<file path="src/rtl/lcd_cmd_seq.sv">
// Command sequencer for an ILI9341-class display: emits the init sequence or a
// filled-cell redraw as a command/data-tagged byte stream over valid/ready.
module lcd_cmd_seq #(
    parameter int CELL         = 10,
    parameter int DELAY_CYCLES = 1_200_000,
    parameter int XW           = 5,
    parameter int YW           = 5
) (
    input  logic          clk,
    input  logic          nrst,
    input  logic          init_cycle,
    input  logic          en_update,
    input  logic [XW-1:0] x_cell,
    input  logic [YW-1:0] y_cell,
    input  logic [15:0]   color,
    input  logic          byte_ready,
    output logic [7:0]    byte_out,
    output logic          dcx,
    output logic          byte_valid,
    output logic          cmd_done,
    output logic          busy
);
    // state    | meaning
    // IDLE     | waiting for init_cycle / en_update
    // SEND     | presenting byte_out until the transmitter accepts it
    // WAIT_DLY | post-reset / sleep-out settling, byte_valid low
    // DONE     | one-cycle cmd_done pulse
    // REARM    | waiting for both requests to drop
    typedef enum logic [2:0] {IDLE, SEND, WAIT_DLY, DONE, REARM} state_t;

    localparam int PIX_N   = CELL * CELL;
    localparam int PW      = $clog2(PIX_N + 1);
    localparam int DW      = (DELAY_CYCLES > 1) ? $clog2(DELAY_CYCLES) : 1;
    localparam logic [3:0] PIX_IDX = 4'd11;

    state_t          state, state_nxt;
    logic            is_upd, is_upd_nxt;
    logic [3:0]      idx, idx_nxt;
    logic            half, half_nxt;
    logic [PW-1:0]   pix_cnt, pix_nxt;
    logic [DW-1:0]   dly_cnt, dly_nxt;
    logic [XW-1:0]   x_lat, x_nxt;
    logic [YW-1:0]   y_lat, y_nxt;
    logic [15:0]     color_lat, color_nxt;
    logic [8:0]      out_nxt;
    logic            valid_nxt, done_nxt, busy_nxt, last;
    logic [15:0]     xs, xe, ys, ye;

    assign xs = 16'(x_lat) * 16'(CELL);
    assign xe = xs + 16'(CELL - 1);
    assign ys = 16'(y_lat) * 16'(CELL);
    assign ye = ys + 16'(CELL - 1);

    // Returns {dcx, byte} for sequence position i; positions >= PIX_IDX are pixels.
    function automatic logic [8:0] seq_byte(input logic upd, input logic [3:0] i, input logic h,
                                            input logic [15:0] cxs, input logic [15:0] cxe,
                                            input logic [15:0] cys, input logic [15:0] cye,
                                            input logic [15:0] col);
        logic [8:0] r;
        r = 9'h000;
        if (!upd) begin
            case (i)
                4'd0:    r = {1'b0, 8'h01};
                4'd1:    r = {1'b0, 8'h11};
                4'd2:    r = {1'b0, 8'h3A};
                4'd3:    r = {1'b1, 8'h55};
                default: r = {1'b0, 8'h29};
            endcase
        end else begin
            case (i)
                4'd0:    r = {1'b0, 8'h2A};
                4'd1:    r = {1'b1, cxs[15:8]};
                4'd2:    r = {1'b1, cxs[7:0]};
                4'd3:    r = {1'b1, cxe[15:8]};
                4'd4:    r = {1'b1, cxe[7:0]};
                4'd5:    r = {1'b0, 8'h2B};
                4'd6:    r = {1'b1, cys[15:8]};
                4'd7:    r = {1'b1, cys[7:0]};
                4'd8:    r = {1'b1, cye[15:8]};
                4'd9:    r = {1'b1, cye[7:0]};
                4'd10:   r = {1'b0, 8'h2C};
                default: r = {1'b1, h ? col[7:0] : col[15:8]};
            endcase
        end
        return r;
    endfunction

    assign last = is_upd ? (idx == PIX_IDX && half && pix_cnt == PW'(PIX_N - 1))
                         : (idx == 4'd4);

    always_comb begin
        state_nxt  = state;
        is_upd_nxt = is_upd;
        idx_nxt    = idx;
        half_nxt   = half;
        pix_nxt    = pix_cnt;
        dly_nxt    = dly_cnt;
        x_nxt      = x_lat;
        y_nxt      = y_lat;
        color_nxt  = color_lat;
        out_nxt    = {dcx, byte_out};
        valid_nxt  = byte_valid;
        done_nxt   = 1'b0;
        busy_nxt   = busy;
        case (state)
            IDLE: begin
                valid_nxt = 1'b0;
                busy_nxt  = 1'b0;
                if (init_cycle) begin
                    state_nxt  = SEND;
                    is_upd_nxt = 1'b0;
                    idx_nxt    = 4'd0;
                    out_nxt    = {1'b0, 8'h01};
                    valid_nxt  = 1'b1;
                    busy_nxt   = 1'b1;
                end else if (en_update) begin
                    state_nxt  = SEND;
                    is_upd_nxt = 1'b1;
                    idx_nxt    = 4'd0;
                    half_nxt   = 1'b0;
                    pix_nxt    = '0;
                    x_nxt      = x_cell;
                    y_nxt      = y_cell;
                    color_nxt  = color;
                    out_nxt    = {1'b0, 8'h2A};
                    valid_nxt  = 1'b1;
                    busy_nxt   = 1'b1;
                end
            end
            SEND: begin
                if (byte_ready) begin
                    if (last) begin
                        state_nxt = DONE;
                        valid_nxt = 1'b0;
                        done_nxt  = 1'b1;
                    end else begin
                        if (is_upd && idx == PIX_IDX) begin
                            half_nxt = ~half;
                            if (half) pix_nxt = pix_cnt + PW'(1);
                        end else begin
                            idx_nxt = idx + 4'd1;
                        end
                        out_nxt = seq_byte(is_upd, idx_nxt, half_nxt, xs, xe, ys, ye, color_lat);
                        // Software reset and sleep-out need settling time before the next byte.
                        if (!is_upd && idx <= 4'd1) begin
                            state_nxt = WAIT_DLY;
                            valid_nxt = 1'b0;
                            dly_nxt   = DW'(DELAY_CYCLES - 1);
                        end
                    end
                end
            end
            WAIT_DLY: begin
                if (dly_cnt == '0) begin
                    state_nxt = SEND;
                    valid_nxt = 1'b1;
                end else begin
                    dly_nxt = dly_cnt - DW'(1);
                end
            end
            DONE: begin
                state_nxt = REARM;
                busy_nxt  = 1'b0;
            end
            REARM: begin
                if (!init_cycle && !en_update) state_nxt = IDLE;
            end
            default: state_nxt = IDLE;
        endcase
    end

    always_ff @(posedge clk or negedge nrst) begin
        if (!nrst) begin
            state      <= IDLE;
            is_upd     <= 1'b0;
            idx        <= '0;
            half       <= 1'b0;
            pix_cnt    <= '0;
            dly_cnt    <= '0;
            x_lat      <= '0;
            y_lat      <= '0;
            color_lat  <= '0;
            byte_out   <= '0;
            dcx        <= 1'b0;
            byte_valid <= 1'b0;
            cmd_done   <= 1'b0;
            busy       <= 1'b0;
        end else begin
            state      <= state_nxt;
            is_upd     <= is_upd_nxt;
            idx        <= idx_nxt;
            half       <= half_nxt;
            pix_cnt    <= pix_nxt;
            dly_cnt    <= dly_nxt;
            x_lat      <= x_nxt;
            y_lat      <= y_nxt;
            color_lat  <= color_nxt;
            byte_out   <= out_nxt[7:0];
            dcx        <= out_nxt[8];
            byte_valid <= valid_nxt;
            cmd_done   <= done_nxt;
            busy       <= busy_nxt;
        end
    end
endmodule

</file>
<file path="config.mk">
export PLATFORM = sky130hd
export DESIGN_NAME = lcd_cmd_seq
export DESIGN_NICKNAME = d
export VERILOG_FILES = /design/src/rtl/lcd_cmd_seq.sv
export SDC_FILE = /design/constraint.sdc
export NUM_CORES = 1
export LEC_CHECK = 0
export ABC_AREA = 1
export CELL_PAD_IN_SITES_DETAIL_PLACEMENT = 0
export CELL_PAD_IN_SITES_GLOBAL_PLACEMENT = 1
export CORE_UTILIZATION = 35
export CTS_CLUSTER_DIAMETER = 200
export DETAILED_ROUTE_END_ITERATION = 8
export PLACE_DENSITY_LB_ADDON = 0.05
export SETUP_SLACK_MARGIN = 0.2
export SYNTH_ARGS = -nofsm -noshare
export SYNTH_HDL_FRONTEND = slang
export SYNTH_SLANG_ARGS = --single-unit
</file>
<file path="constraint.sdc">
create_clock -name clk -period 2.3 [get_ports clk]
set_input_delay 0.345 -clock clk [delete_from_list [all_inputs] [get_ports clk]]
set_output_delay 0.345 -clock clk [all_outputs]
set_load 0.03 [all_outputs]
</file>
==> impl_metrics.csv, run 1 <==
group,metric,value,unit
timing,finClkSkew,0.00605,ns
timing,fmax,426,MHz
die,initial_core_util,0.357,
power,ir_drop,623,uV
clock_tree,htreeDepth,3,
outcome,status,"finished, violations left",
timing,finalHoldViolations,0,
logic_synthesis,synthDistinctLibCells,42,
drt,num_vias,4567,
die,die_h,121,um
flow_run,maxCapViolCount,0,
die,io_pins,43,
drt,drt-initial-drc-count,186,
drt,drcViolationCount,0,
power,p_leak,3.27,nW
logic_synthesis,ys_seq_area_frac,0.381,
die,core_area,13800,um2
clock_tree,cts_root_buffer,"clkbuf_16",
timing,setup-violations-final,2,
logic_synthesis,ys_warn_count,0,
place,gp_congestion,0.849,
place,placement.setup.worst_slack,-0.0695,ns
drt,ant_nets,0,
critical_path,reg2reg_slack,-0.05,ns
finish,area_delta_synth_final,45.0,%
finish,layout_common_cells,"nand2_1 (134), dfrtp_1 (75), buf_4 (60)",
outcome,failed_checks,"setup timing",
finish,diodes,0,
clock_tree,hold_buffers,0,
clock_tree,clockBufferDepth,2,
critical_path,cp.arrival,2.58,ns
timing,finalWorstSetupSlack,-0.0466,ns
clock_tree,cts.sink_count,75,
finish,layout_commonest_cell,"nand2_1",
finish,final_area,7150,um2
logic_synthesis,syn-num-nets,680,
clock_tree,cts_made_buffers,9,
logic_synthesis,synth.avg_cell_area,7.86,um2
critical_path,start_kind,"register",
clock_tree,worstSkewPairLatency,0.34,ns
drt,vias_per_cell,4.88,
timing,drv_slew,0,
global_routing,grt_max_degree,56,
drt,wirelength,14.0,mm
critical_path,r2r_end,"byte_out[7]$_DFFE_PN0P_",
timing,post-route-period-util,1.02,
die,die_area,14600,um2
critical_path,rr_worst_depth,12,
critical_path,worst-endpoint-required,2.53,ns
clock_tree,path_clk_slew,0.06,ns
global_routing,grtUsageTotal,0.193,
place,hpwl,9.56,mm
global_routing,grt_pass1_vias,4367,
critical_path,crit_fanout,4,
logic_synthesis,synth_area,4930,um2
timing,max_slew.worst_pin.slew,0.733,ns
hold_path,min_path_type,"in -> async",
finish,drive_above_1_share,0.308,
place,port_buffers,42,
drt,wl_per_cell,14.9,um
drt,first_pass_iters,4,
die,rows,43,
global_routing,antenna_found_initial,0,
power,p_total,11.0,mW
finish,fin_cells,936,
power,p_per_area,1540,nW/um2
clock_tree,cts_tree,"done",
logic_synthesis,synthCells,627,
critical_path,critPathCaptureType,"register",
place,dpl_cell_area,5900,um2
critical_path,worstSetupPathType,"reg -> reg",
place,placed_cells,887,
timing,maxSlewHeadroom,0.511,
die,fp.dieW,121,um
timing,rsz0062_at_grt,"yes",
global_routing,grt_overflow,0,
finish,final_nets,804,
critical_path,timing.rr.start,"x_lat[3]$_DFFE_PN0P_",
timing,min_period,2.35,ns
logic_synthesis,ys_ff_latch,75,
global_routing,grt_pass1_wl,21.6,mm
[registers in the layout, summed over array words and instances, names as in the netlist, 3 cells and up]
name	flops
byte_out	8
color_lat	16
dly_cnt	21
idx	4
pix_cnt	7
state	3
x_lat	5
y_lat	5
[layer usage]
metal	up-vias	wire length, um	global-route usage
met5	-	0	0
li1	2313	-	-
met3	13	323	0.0269
met4	0	197	0.0710
met2	68	6780	0.310
met1	2173	6680	0.264
[where the power goes]
group          switching [mW]  internal [mW]
registers               0.314           1.77
logic                    3.85           3.45
clock network           0.570           1.04
[synth_stat cells]
| cell | count | area, um2 |
|---|---|---|
| nor3b_1 | 1 | 7.51 |
| nor2_1 | 77 | 289 |
| nor4_1 | 6 | 37.5 |
| mux2i_1 | 3 | 30.0 |
| buf_8 | 1 | 15.0 |
| nor2_4 | 6 | 67.6 |
| nor3_1 | 10 | 50.1 |
| buf_4 | 1 | 7.51 |
| o21ai_0 | 34 | 170 |
| nand3_4 | 1 | 17.5 |
| a211oi_1 | 2 | 15.0 |
| nand4_1 | 9 | 56.3 |
| o21a_1 | 1 | 7.51 |
| or2_2 | 1 | 6.26 |
| a22o_1 | 1 | 8.76 |
| nor2_2 | 3 | 18.8 |
| inv_2 | 8 | 30.0 |
| buf_2 | 5 | 25.0 |
| nand3b_2 | 1 | 11.3 |
| nand3_1 | 41 | 205 |
| o21ai_1 | 1 | 5.00 |
| a21oi_1 | 23 | 115 |
| nand2_2 | 9 | 56.3 |
| inv_1 | 62 | 233 |
| o31ai_1 | 8 | 60.1 |
| nand2_4 | 2 | 22.5 |
| ha_1 | 20 | 250 |
| mux2_2 | 7 | 78.8 |
| xor2_1 | 10 | 87.6 |
| nand2_1 | 152 | 571 |
| fa_1 | 2 | 40.0 |
| dfrtp_1 | 75 | 1880 |
| o22ai_1 | 5 | 31.3 |
| a31oi_1 | 1 | 6.26 |
| o2111ai_1 | 1 | 8.76 |
| buf_6 | 4 | 45.0 |
| nand3_2 | 5 | 50.1 |
| xnor2_1 | 11 | 96.3 |
| clkinv_1 | 1 | 3.75 |
| o211ai_1 | 2 | 15.0 |
| and2_1 | 1 | 6.26 |
| mux2_4 | 13 | 195 |
[critical path: stages, from the launching register on]
cell and delay [ns]:
dfrtp_1 0.41, ha_4 0.26, ha_4 0.16, fa_2 0.44
xnor2_4 0.21, nor2_1 0.07, nand2_1 0.07, xor2_1 0.15
nor2_1 0.06, nor2_1 0.17, nand3_1 0.10, nand3_1 0.08
nand2_1 0.05
[worst max path at each step]
stage                          from                 endpoint  slack [ns]  cells past startpoint
2_1_floorplan  y_lat[1]$_DFFE_PN0P_  byte_out[0]$_DFFE_PN0P_        0.14                     15
3_3_place_gp   y_lat[1]$_DFFE_PN0P_  byte_out[0]$_DFFE_PN0P_       -0.05                     15
3_5_place_dp   y_lat[1]$_DFFE_PN0P_  byte_out[0]$_DFFE_PN0P_       -0.07                     15
4_1_cts        y_lat[3]$_DFFE_PN0P_  byte_out[6]$_DFFE_PN0P_       -0.06                     10
5_1_grt        y_lat[1]$_DFFE_PN0P_  byte_out[0]$_DFFE_PN0P_       -0.15                     15
6_report       x_lat[3]$_DFFE_PN0P_  byte_out[7]$_DFFE_PN0P_       -0.05                     12
[what timing repair did]
action                                  4_1_cts  5_1_grt
endpoints found under the setup margin       31       59
gates resized for setup                      27      107
buffers inserted                              7       19
pin swaps                                    27       38
cloned                                        2        5
endpoints found under the hold margin         0        0
[layout make-up]
| type | instances | area (um2) |
|---|---|---|
| multi-input combinational | 470 | 3190 |
| inverter | 71 | 285 |
| tap | 180 | 225 |
| timing repair buffer | 122 | 1210 |
| timing repair inverter | 2 | 12.5 |
| sequential | 75 | 1880 |
| fill | 1339 | 6680 |
| clock inverter | 3 | 68.8 |
| clock buffer | 13 | 270 |
[cells by family (layout without fill, tap and decap cells)]
family                     after synthesis  after routing  synth area share
AOI/OAI and AO/OA                       79             79            0.0898
xor gates and xnor gates                21             21            0.0373
adders and majority gates               22             22            0.0589
buffers and inverters                   82            211            0.0728
DFF                                     75             75             0.381
muxes                                   23             23            0.0617
and+or+nand+nor                        325            325             0.299
[stage by stage]
| step | hold slack, ns | TNS, ns | util |
|---|---|---|---|
| final | 0.0700 | -0.0511 | 0.517 |
| after global routing | 0.132 | -0.477 | 0.517 |
| after CTS | 0.0943 | -0.100 | 0.467 |
| after detailed placement | 0.468 | -0.164 | 0.427 |
| after global placement | 0.459 | -0.0608 | 0.427 |
| after floorplan | 0.0494 | 0 | - |
Note: power is estimated with default switching activity, not from simulation.
==> run 2: changes to the inputs <==
ABC_AREA = 0   (was 1)
CAP_MARGIN = 20   (was default)
SKIP_LAST_GASP = 1   (was default)
==> run 2 against run 1 <==
  * The run still ends with setup timing left
  * Flip-flop and latch count unchanged
  * Count of clock-buffer cells in the layout is 2 lower
  * Die area is 1.3% higher
  * Total power is 15% lower
  * Critical path depth is 3 lower
  * Clock skew down 0.0016 ns
  * Setup slack got worse by 0.061 ns
  * Core utilization is 0.98 points higher
  * Routed wire length is 8.5% higher
  * Maximum frequency down 2.6%
  * Global-route usage increased by 2.1 points
  * Largest cell class unchanged
  * Largest power group unchanged
==> impl_metrics.csv, run 2 <==
group,metric,value,unit
outcome,status,"finished, violations left",
outcome,failed_checks,"setup timing",
finish,area_delta_synth_final,46.3,%
global_routing,grt_pass1_wl,24.1,mm
logic_synthesis,synthCells,548,
drt,drt-initial-drc-count,298,
critical_path,critPathMostFrequentCell,"ha_4",
logic_synthesis,ys_warn_count,0,
finish,drive_above_1_share,0.336,
logic_synthesis,synth_fa_ha_area_frac,0.0581,
hold_path,min_path_type,"reg -> reg",
critical_path,slowest_delay,0.47,ns
die,io_pins,43,
timing,finalHoldViolations,0,
finish,fin_cells,886,
finish,layout_common_cells,"nand2_1 (108), buf_4 (107), dfrtp_1 (73)",
flow_run,maxCapViolCount,0,
logic_synthesis,synth_area,5000,um2
finish,fin_util,0.527,
logic_synthesis,synth_top_family_by_area,"simple AND/OR/NAND/NOR gates",
die,core_area,13900,um2
timing,drv_slew,0,
finish,final_nets,754,
global_routing,grt_pass1_vias,4634,
logic_synthesis,synthDistinctLibCells,86,
timing,setup-violations-final,11,
logic_synthesis,ys_seq_area_frac,0.376,
critical_path,timing.rr.start,"y_lat[3]$_DFFE_PN0P_",
finish,top_regs,"dly_cnt: 21 flops, color_lat: 16 flops, byte_out: 8 flops",
finish,fillers,1276,
timing,finClkSkew,0.00443,ns
clock_tree,clockBufferDepth,2,
finish,diodes,0,
timing,totalNegativeSetupSlack,-0.523,ns
logic_synthesis,synth.largest_area_cell,"dfrtp_1",
logic_synthesis,synth.mux.area_fraction,0.0323,
critical_path,critPathCaptureType,"register",
logic_synthesis,syn-num-nets,601,
logic_synthesis,synth_top_area_share,0.376,
clock_tree,cts_made_buffers,9,
timing,min_period,2.41,ns
logic_synthesis,synth.avg_cell_area,9.12,um2
critical_path,worst-endpoint-required,2.52,ns
die,die_area,14800,um2
logic_synthesis,synthArstFlopShare,1.00,
die,fp.dieW,121,um
timing,hold_slack,0.473,ns
global_routing,grt_max_degree,45,
place,gp_congestion,0.892,
place,hpwl,11.1,mm
timing,rsz0062_at_grt,"yes",
power,p_per_area,1280,nW/um2
logic_synthesis,synth-compound-area-share,0.201,
logic_synthesis,synth_common_cells,"nand2_1 (110), dfrtp_1 (75), nor2_1 (40)",
place,placed_cells,838,
logic_synthesis,synth-xor-area-share,0.0548,
critical_path,crit_fanout,4,
timing,max_slew.worst_pin.slew,0.553,ns
logic_synthesis,yosysMostFrequentCell,"nand2_1",
power,ir_drop,457,uV
global_routing,antenna_found_initial,0,
critical_path,start_kind,"register",
finish,top_register,"dly_cnt",
critical_path,critPathSlowestCell,"fa_2",
finish,final_area,7310,um2
finish,largest_reg_flops,21,
critical_path,cp.arrival,2.63,ns
finish,layout_commonest_cell,"nand2_1",
logic_synthesis,synth_edf_count,0,
logic_synthesis,ys.flop_type,"dfrtp_1",
timing,fmax,415,MHz
clock_tree,worstSkewPairLatency,0.34,ns
die,initial_core_util,0.360,
drt,num_vias,4651,
drt,first_pass_iters,4,
power,p_leak,3.28,nW
die,die_h,121,um
drt,wl_per_cell,17.1,um
drt,drcViolationCount,0,
critical_path,reg2reg_slack,-0.11,ns
logic_synthesis,synth_simple_gate_area_frac,0.231,
clock_tree,cts_tree,"done",
timing,post-route-period-util,1.05,
clock_tree,cts.sink_count,75,
timing,maxSlewHeadroom,0.630,
critical_path,worstSetupPathType,"reg -> reg",
drt,wirelength,15.2,mm
critical_path,worstPathCellList,"ha_4 -> ha_4 -> fa_2 -> xor2_4 -> a22oi_2 -> a31oi_1 -> o21ai_1 -> nand4_1 -> a221o_1",
critical_path,startpoint,"y_lat[3]$_DFFE_PN0P_",
global_routing,grtUsageTotal,0.214,
die,rows,43,
clock_tree,path_clk_slew,0.06,ns
drt,vias_per_cell,5.25,
logic_synthesis,ys_ff_latch,75,
clock_tree,cts_root_buffer,"clkbuf_16",
hold_path,min_from,"color_lat[15]$_DFFE_PN0P_",
global_routing,grt_overflow,0,
timing,finalWorstSetupSlack,-0.108,ns
drt,ant_nets,0,
logic_synthesis,synth.area.top_cells,"dfrtp_1 (38%), nand2_1 (8.3%), ha_1 (5.0%)",
place,dpl_cell_area,6350,um2
clock_tree,htreeDepth,3,
place,port_buffers,42,
## run 2: through the flow
step           worst slack [ns]  power, mW
3_5_place_dp             -0.116       7.14
4_1_cts                 -0.0978       8.96
5_1_grt                  -0.210       10.0
2_1_floorplan          -0.00149       5.27
6_report                 -0.108       9.36
3_3_place_gp             -0.125       7.08
## run 2: worst paths after layout
check | endpoint | cells past startpoint
min in group asynchronous | x_lat[1]$_DFFE_PN0P_ | 2
min | color_lat[15]$_DFFE_PN0P_ | 2
max in group asynchronous | dly_cnt[19]$_DFFE_PN0P_ | 3
max | byte_out[0]$_DFFE_PN0P_ | 9
max reg2reg | byte_out[0]$_DFFE_PN0P_ | 9
min reg2reg | color_lat[15]$_DFFE_PN0P_ | 2
## run 2: layer usage
metal  global-route usage  vias to the layer above  share of wire
li1                     -                     2296              -
met1                0.286                     2274           0.48
met2                0.352                       66           0.48
met3               0.0428                       15          0.030
met4               0.0556                        0          0.015
met5                    0                        -              0
## run 2: cells by family after synthesis
family / after synthesis
AND/OR/NAND/NOR: 237
AO/OA/AOI/OAI: 129
flip-flops: 75
buffers and inverters: 43
XOR/XNOR: 27
adder cells (fa/ha/maj): 22
multiplexers: 15
## run 2: report_power, final
part	internal (mW)	total, mW	switching [mW]
Clock	0.804	1.42	0.614
Sequential	1.81	2.24	0.426
Combinational	2.82	5.70	2.88
Total	5.44	9.36	3.92
## run 2: cell type report
type / instances / area, um2 / share of cell area
repair buffers: 169 / 1470 / 0.201
flip-flops and latches: 75 / 1880 / 0.257
well taps: 180 / 225 / 0.0308
clock buffers: 11 / 253 / 0.0346
inverters: 16 / 62.6 / 0.00856
multi-input cells: 430 / 3380 / 0.462
clock inverters: 5 / 43.8 / 0.00599
## run 2: critical path: cells and delay by family, from the launching register on
family / cells / cell delay, ns
AO/OA/AOI/OAI: 4 / 0.68
AND/OR/NAND/NOR: 1 / 0.11
flip-flops: 1 / 0.42
adder cells (fa/ha/maj): 3 / 0.89
XOR/XNOR: 1 / 0.20
## run 2: timing repair
action / 4_1_cts / 5_1_grt
hold buffers: 1 / 0
buffers inserted: 16 / 14
endpoints found under the hold margin: 31 / 0
gates resized for setup: 33 / 50
setup endpoints to repair: 32 / 39
pin swaps: 25 / 40
cloned: 0 / 1
